<file path="src/rtl/cpu_pkg.sv">
// Shared definitions for the CPU datapath: ALU opcodes, flag bit positions, default widths.
package cpu_pkg;

   localparam int unsigned DATA_W_DEF = 16;
   localparam int unsigned NUM_FLAGS  = 5;

   // Flag register layout {C,L,F,Z,N}
   localparam int unsigned FLAG_C = 4;
   localparam int unsigned FLAG_L = 3;
   localparam int unsigned FLAG_F = 2;
   localparam int unsigned FLAG_Z = 1;
   localparam int unsigned FLAG_N = 0;

   typedef enum logic [3:0] {
      ALU_ADD = 4'd0,
      ALU_SUB = 4'd1,
      ALU_CMP = 4'd2,
      ALU_AND = 4'd3,
      ALU_OR  = 4'd4,
      ALU_XOR = 4'd5,
      ALU_MOV = 4'd6,
      ALU_LSH = 4'd7,
      ALU_NOT = 4'd8
   } alu_op_e;

   // CMP computes flags only; its result must never reach the register file.
   function automatic logic op_writes_reg(input logic [3:0] op);
      return op != ALU_CMP;
   endfunction

endpackage

</file>
<file path="src/rtl/cpu_alu.sv">
// Combinational ALU: result plus {C,L,F,Z,N} flags; reserved opcodes report no flag update.
module cpu_alu
   import cpu_pkg::*;
#(
   parameter int unsigned DATA_W = DATA_W_DEF
) (
   input  logic [3:0]           op_i,
   input  logic [DATA_W-1:0]    a_i,
   input  logic [DATA_W-1:0]    b_i,
   output logic [DATA_W-1:0]    result_o,
   output logic [NUM_FLAGS-1:0] flags_o,
   output logic                 flags_valid_o
);

   alu_op_e         op;
   logic [DATA_W:0] sum;
   logic [DATA_W:0] diff;
   logic [3:0]      shamt;
   logic            lt_u;
   logic            lt_s;
   logic            ovf_add;
   logic            ovf_sub;
   logic            carry;
   logic            ovf;

   assign op    = alu_op_e'(op_i);
   assign sum   = {1'b0, a_i} + {1'b0, b_i};
   // Top bit of the extended difference is the borrow.
   assign diff  = {1'b0, a_i} - {1'b0, b_i};
   assign shamt = b_i[3:0];
   assign lt_u  = a_i < b_i;
   assign lt_s  = $signed(a_i) < $signed(b_i);

   assign ovf_add = (a_i[DATA_W-1] == b_i[DATA_W-1]) && (sum[DATA_W-1] != a_i[DATA_W-1]);
   assign ovf_sub = (a_i[DATA_W-1] != b_i[DATA_W-1]) && (diff[DATA_W-1] != a_i[DATA_W-1]);

   // Decode the opcode into a result and the arithmetic carry/overflow bits.
   always_comb begin
      result_o      = '0;
      carry         = 1'b0;
      ovf           = 1'b0;
      flags_valid_o = 1'b1;
      case (op)
         ALU_ADD: begin
            result_o = sum[DATA_W-1:0];
            carry    = sum[DATA_W];
            ovf      = ovf_add;
         end
         ALU_SUB, ALU_CMP: begin
            result_o = diff[DATA_W-1:0];
            carry    = diff[DATA_W];
            ovf      = ovf_sub;
         end
         ALU_AND: result_o = a_i & b_i;
         ALU_OR:  result_o = a_i | b_i;
         ALU_XOR: result_o = a_i ^ b_i;
         ALU_MOV: result_o = b_i;
         // b[4] picks the direction, b[3:0] the distance.
         ALU_LSH: result_o = b_i[4] ? (a_i >> shamt) : (a_i << shamt);
         ALU_NOT: result_o = ~a_i;
         default: flags_valid_o = 1'b0;
      endcase
   end

   // Pack the flag vector; compares are of the raw operands for every opcode.
   always_comb begin
      flags_o         = '0;
      flags_o[FLAG_C] = carry;
      flags_o[FLAG_L] = lt_u;
      flags_o[FLAG_F] = ovf;
      flags_o[FLAG_Z] = (result_o == '0);
      flags_o[FLAG_N] = lt_s;
   end

endmodule

</file>
<file path="src/rtl/cpu_datapath_pipe.sv">
// CPU datapath: register file, forwarded operand reads, immediate mux, ALU, flags and
// a single EX/WB register through which every result (ALU or load) retires.
module cpu_datapath_pipe
   import cpu_pkg::*;
#(
   parameter int unsigned DATA_W = DATA_W_DEF,
   parameter int unsigned NREGS  = 16,
   parameter int unsigned SEL_W  = $clog2(NREGS),
   parameter int unsigned IMM_W  = 8,
   parameter int unsigned FLAG_W = NUM_FLAGS
) (
   input  logic              clk,
   input  logic              reset,
   input  logic              in_valid,
   input  logic [SEL_W-1:0]  rd_a_sel,
   input  logic [SEL_W-1:0]  rd_b_sel,
   input  logic [SEL_W-1:0]  wr_sel,
   input  logic              wr_en,
   input  logic              use_imm,
   input  logic [IMM_W-1:0]  imm,
   input  logic              imm_sext,
   input  logic [3:0]        alu_op,
   input  logic              load_sel,
   input  logic [DATA_W-1:0] ext_data,
   input  logic              flag_en,
   output logic [DATA_W-1:0] bus_a,
   output logic [DATA_W-1:0] bus_b,
   output logic [DATA_W-1:0] result_q,
   output logic              result_valid,
   output logic [FLAG_W-1:0] flags_q
);

   localparam int unsigned EXT_W = DATA_W - IMM_W;

   logic [DATA_W-1:0]    regs_q [NREGS];
   logic                 valid_q;
   logic                 we_q;
   logic [SEL_W-1:0]     dest_q;

   logic                 wb_en;
   logic                 fwd_a;
   logic                 fwd_b;
   logic [DATA_W-1:0]    reg_b;
   logic                 ext_bit;
   logic [DATA_W-1:0]    imm_ext;
   logic [DATA_W-1:0]    alu_result;
   logic [NUM_FLAGS-1:0] alu_flags;
   logic                 alu_flags_valid;
   logic [DATA_W-1:0]    result_d;
   logic                 flag_upd;

   // A pending writeback commits on the same edge a new op may issue.
   assign wb_en = valid_q & we_q;

   // Forward the EX/WB value when it targets a register being read this cycle.
   assign fwd_a = wb_en && (dest_q == rd_a_sel);
   assign fwd_b = wb_en && (dest_q == rd_b_sel);
   assign bus_a = fwd_a ? result_q : regs_q[rd_a_sel];
   assign reg_b = fwd_b ? result_q : regs_q[rd_b_sel];

   assign ext_bit = imm_sext & imm[IMM_W-1];
   assign imm_ext = {{EXT_W{ext_bit}}, imm};
   assign bus_b   = use_imm ? imm_ext : reg_b;

   cpu_alu #(
      .DATA_W (DATA_W)
   ) u_alu (
      .op_i          (alu_op),
      .a_i           (bus_a),
      .b_i           (bus_b),
      .result_o      (alu_result),
      .flags_o       (alu_flags),
      .flags_valid_o (alu_flags_valid)
   );

   assign result_d     = load_sel ? ext_data : alu_result;
   assign flag_upd     = in_valid && flag_en && !load_sel && alu_flags_valid;
   assign result_valid = valid_q;

   // Register file: cleared on reset, written only from the EX/WB register.
   always_ff @(posedge clk or negedge reset) begin
      if (!reset) begin
         for (int i = 0; i < NREGS; i++) begin
            regs_q[i] <= '0;
         end
      end else if (wb_en) begin
         regs_q[dest_q] <= result_q;
      end
   end

   // EX/WB stage and flag register; reset drops any pending writeback.
   always_ff @(posedge clk or negedge reset) begin
      if (!reset) begin
         result_q <= '0;
         valid_q  <= 1'b0;
         dest_q   <= '0;
         we_q     <= 1'b0;
         flags_q  <= '0;
      end else if (in_valid) begin
         result_q <= result_d;
         valid_q  <= 1'b1;
         dest_q   <= wr_sel;
         we_q     <= wr_en && op_writes_reg(alu_op);
         if (flag_upd) begin
            flags_q <= alu_flags;
         end
      end else begin
         valid_q <= 1'b0;
      end
   end

endmodule

</file>
<file path="config.mk">
export PLATFORM = sky130hd
export DESIGN_NAME = cpu_datapath_pipe
export DESIGN_NICKNAME = d
export VERILOG_FILES = /design/src/rtl/cpu_pkg.sv /design/src/rtl/cpu_alu.sv /design/src/rtl/cpu_datapath_pipe.sv
export SDC_FILE = /design/constraint.sdc
export NUM_CORES = 1
export LEC_CHECK = 0
export BUFFER_PORTS_ARGS = -buffer_cell sky130_fd_sc_hd__buf_2
export CORE_MARGIN = 5
export CORE_UTILIZATION = 60
export CTS_CLUSTER_SIZE = 20
export DETAILED_ROUTE_END_ITERATION = 10
export GPL_TIMING_DRIVEN = 0
export HOLD_SLACK_MARGIN = 0.1
export PLACE_DENSITY = 0.83
export SYNTH_ARGS = -nofsm -noshare
export SYNTH_HDL_FRONTEND = slang
export SYNTH_SLANG_ARGS = --single-unit
</file>
<file path="constraint.sdc">
create_clock -name clk -period 12.65 [get_ports clk]
set_input_delay 2.53 -clock clk [delete_from_list [all_inputs] [get_ports clk]]
set_output_delay 2.53 -clock clk [all_outputs]
set_load 0.01 [all_outputs]
</file>
==> impl_results.md <==
* Post_cts resized at 0
* Setup Slack @ Placement at 3601 ps
* Share of the synthesized area in the top cell type at 36.85%
* Syn_area_per_cell at about 12 µm²
* Die width at around 190 µm
* Total Routing Usage GR at 39.59%
* Post-synth EDFFs at 0
* Antenna Nets Post-Route at 0
* Sequential share of the synthesized area at 36.85%
* Total CTS buffers at 27
* Final Wtd Congestion at 1.031
* Drt pass-1 iters at 6
* Clk_lat worst skew at approximately 570 ps
* TNS Setup at 0 ps
* Vias in the first global route at approximately 17k
* Core area at 31560 µm²
* Most common cell on crit path: a31oi_1
* H-tree levels at 1
* Hold crit path type: reg -> reg
* Switching pwr at between 0.001 and 0.0015 W
* Post-CTS Hold Fix Bufs at 0
* Synth area leaders: dfrtp_1, mux4_2, mux2_2
* Clock sink total at between 200 and 300
* Crit-path cells: clkbuf_1, nor2b_1, clkbuf_1, a221oi_1, mux2i_1, ha_1, nor2_1, a2bb2oi_1, a31oi_1, o311a_1, o221a_2, a31oi_1, nor2_1, or4_1, a31oi_1, a31oi_1, a21o_1
* Share of post-route cells with drive strength above 1 at between 30% and 40%
* I/O pin count at a little over 100
* Slew @ Worst Pin at 1391 ps
* Root buffer cell: clkbuf_16
* Overall routed net length at 72.03 mm
* Slowest cell on crit path: mux2i_1
* Routed len/inst at 32.59 µm
* Area of the multi-input gates at between 10000 and 15000 µm²
* DR iter-0 viols at between 2k and 3k
* Fill cell count at 2251
* First-pass GRT wire length at around 110 mm
* Syn_nets at 1758
* Final Hold Fails at 0
* P_int at 0.002323 W
* R2R setup slack at between 6000 and 7000 ps
* # DRC at 0
* Critical path buffers and inverters at 2
* Setup Buffers After CTS at 0
* Rel. slew slack at 4.615%
* Initial antenna violation count at 0
* Crit Path Class: in -> reg
* #FFs+latches synth at about 280
* Max cap viols at 0
* RSZ-0062 raised after global routing: no
* Skew final at 40.38 ps
* Share of power burned in registers at a little over a third
* Clk slew on worst S/H paths at approximately 60 ps
* Worst setup SP type: primary input
* Comb pwr share at between 40% and 50%
* Vias/cell at approximately 7.6
* Final setup fails at 0
* Initial core utilization at ~61%
* CTS tree: done
* Main flop type after synthesis: dfrtp_1
* Maximum clock path buffer count at 3
* Placed inst area at roughly 20000 µm²
* Fmax at around 110 MHz
* Input/output buffers at 93
* Final min period at slightly below 9000 ps
* VDD IR-drop max at between 0.15 and 0.2 mV
* Post-Synthesis Cells at 1660
* Leak pwr at between 9 and 10 nW
* Die height at 189.0 µm
* Final worst slack at 3754 ps
* Max-slew violations at 0
* Syn. warnings at 0
* Worst Path Required at approximately 13000 ps
* Worst path arrival time at around 9300 ps
* Power density over the cells at around 180 nW/µm²
* Mapped cell area at between 15000 and 20000 µm²
* Worst path top cell family by delay: compound AO/OA/AOI/OAI gates
* Worst Path Max Fanout at 10
* Largest area contributor in the netlist: dfrtp_1
* Post-synth ARST share at 100.0%
* Area delta synth->final at 10.32%
* Reg area at 7082 µm²
* Clock power share at around 22%
* Switch share at about two fifths
* # rows at 65
* Status: complete, no violations
* HPWL Detailed at ~51 mm
* Vias at roughly 17k
* Synth cell types at 80
* Nature of the critical path endpoint: flip-flop
* Max incr delay on CP at 1170 ps
* Largest net degree at the start of global routing at between 100 and 150
* Die ar. at approximately 36000 µm²
* NumNets Final at roughly 1.9k
* Tcrit/Tclk final at about 70%
* Final Cell Area at around 21000 µm²
* Gr ovfl total at 0
==> power groups by stage <==
stage	Clock [W]	Combinational, W	Sequential (W)
2_1_floorplan	0	0.00108	0.00128
3_3_place_gp	0	0.00149	0.00132
3_5_place_dp	0	0.00153	0.00135
4_1_cts	0.000846	0.00155	0.00135
5_1_grt	0.000888	0.00169	0.00138
6_report	0.000850	0.00160	0.00137
==> path summary, 6_finish.rpt <==
path	cells past startpoint	to	start
min	2	regs_q[219]	regs_q[219]
max reg2reg	20	flags_q[1]	dest_q[2]
max	17	result_q[15]	rd_a_sel[2]
min reg2reg	2	regs_q[219]	regs_q[219]
min in group asynchronous	1	regs_q[196]	reset
max in group asynchronous	3	regs_q[151]	reset
==> flip-flops by register name (all words and copies together) (netlist names) <==
signal and count:
regs_q 256, result_q 16, flags_q 5, dest_q 4, result_valid 1, we_q 1
==> tightest hold or removal path, cell delays in order, from the launching register on <==
cell and delay (ps):
dfrtp_1 370, nand2_1 50, o21ai_0 60
==> stage by stage <==
| stage | util [%] | cells | power [W] | hold WS, ps |
|---|---|---|---|---|
| finish | 67.18 | 2210 | 0.003817 | 513.3 |
| detailed placement | 64.25 | 2159 | 0.002882 | 497.5 |
| floorplan | - | 1660 | 0.002361 | 458.2 |
| global placement | 63.97 | 2155 | 0.002809 | 477.4 |
| CTS | 67.17 | 2209 | 0.003744 | 511.1 |
| global route | 67.17 | 2209 | 0.003956 | 537.0 |
==> area by class of cell <==
class | count | share of cell area [%]
multi-input combinational | 1180 | 53.20
sequential | 283 | 33.41
clock buffer | 37 | 3.600
buffer | 139 | 3.057
timing repair buffer | 97 | 2.573
tap | 402 | 2.373
inverter | 58 | 1.039
clock inverter | 13 | 0.7378
antenna | 1 | 0.01180
==> layer usage <==
| metal | vias to the layer above | track usage, % | part of all wire (%) |
|---|---|---|---|
| li1 | 6629 | - | - |
| met1 | 8307 | 50.17 | 35 |
| met2 | 1419 | 61.68 | 45 |
| met3 | 372 | 10.47 | 12 |
| met4 | 0 | 23.40 | 7.4 |
| met5 | - | 0 | 0 |
==> cell families after synthesis <==
kind of cell	after synthesis	share of synthesized area, %
muxes	443	33.96
and+or+nand+nor	292	6.876
DFF	283	36.85
xor gates and xnor gates	14	0.6381
adders and majority gates	50	3.295
buffers and inverters	197	4.519
AOI/OAI and AO/OA	381	13.86
==> layout by cell type, fill, tap and decap left out, types with 6 or more instances in the layout <==
| master | Yosys | layout |
|---|---|---|
| dfrtp_1 | 283 | 283 |
| mux2_2 | 250 | 250 |
| mux4_2 | 137 | 137 |
| nand2_1 | 116 | 116 |
| buf_2 | 23 | 115 |
| clkbuf_1 | 89 | 94 |
| o21ai_0 | 87 | 87 |
| nor2_1 | 84 | 84 |
| inv_1 | 52 | 52 |
| a21oi_1 | 49 | 49 |
| mux2i_1 | 49 | 49 |
| ha_1 | 49 | 49 |
| a22oi_1 | 41 | 41 |
| clkbuf_16 | 0 | 27 |
| a211oi_1 | 24 | 24 |
| o22ai_1 | 22 | 22 |
| o221ai_1 | 22 | 22 |
| nor3_1 | 19 | 18 |
| o211ai_1 | 16 | 16 |
| nand2b_1 | 15 | 15 |
| a31oi_1 | 14 | 14 |
| buf_1 | 13 | 13 |
| a221oi_1 | 13 | 13 |
| a21o_1 | 12 | 12 |
| nor2b_1 | 11 | 11 |
| xnor2_1 | 10 | 10 |
| buf_6 | 10 | 10 |
| o31ai_1 | 10 | 10 |
| nand3_1 | 9 | 9 |
| o21bai_1 | 7 | 7 |
| o41ai_1 | 6 | 6 |
| or3_1 | 6 | 6 |
| nor4_1 | 7 | 6 |
==> synthesized netlist by cell type (5+ instances only) <==
cell type	number
o221ai_1	22
a22oi_1	41
ha_1	49
a31oi_1	14
nor4_1	7
o21bai_1	7
nand3_1	9
nor3_1	19
or3_1	6
buf_1	13
mux2_2	250
xnor2_1	10
a21o_1	12
mux4_2	137
nand2_1	116
buf_6	10
inv_2	5
o41ai_1	6
mux2i_1	49
o211ai_1	16
clkbuf_1	89
buf_2	23
dfrtp_1	283
a211oi_1	24
inv_1	52
o31ai_1	10
a21oi_1	49
o22ai_1	22
nor2b_1	11
o21ai_0	87
nor2_1	84
nand4_1	5
nand2b_1	15
a221oi_1	13
(Power assumes the default switching activity.)
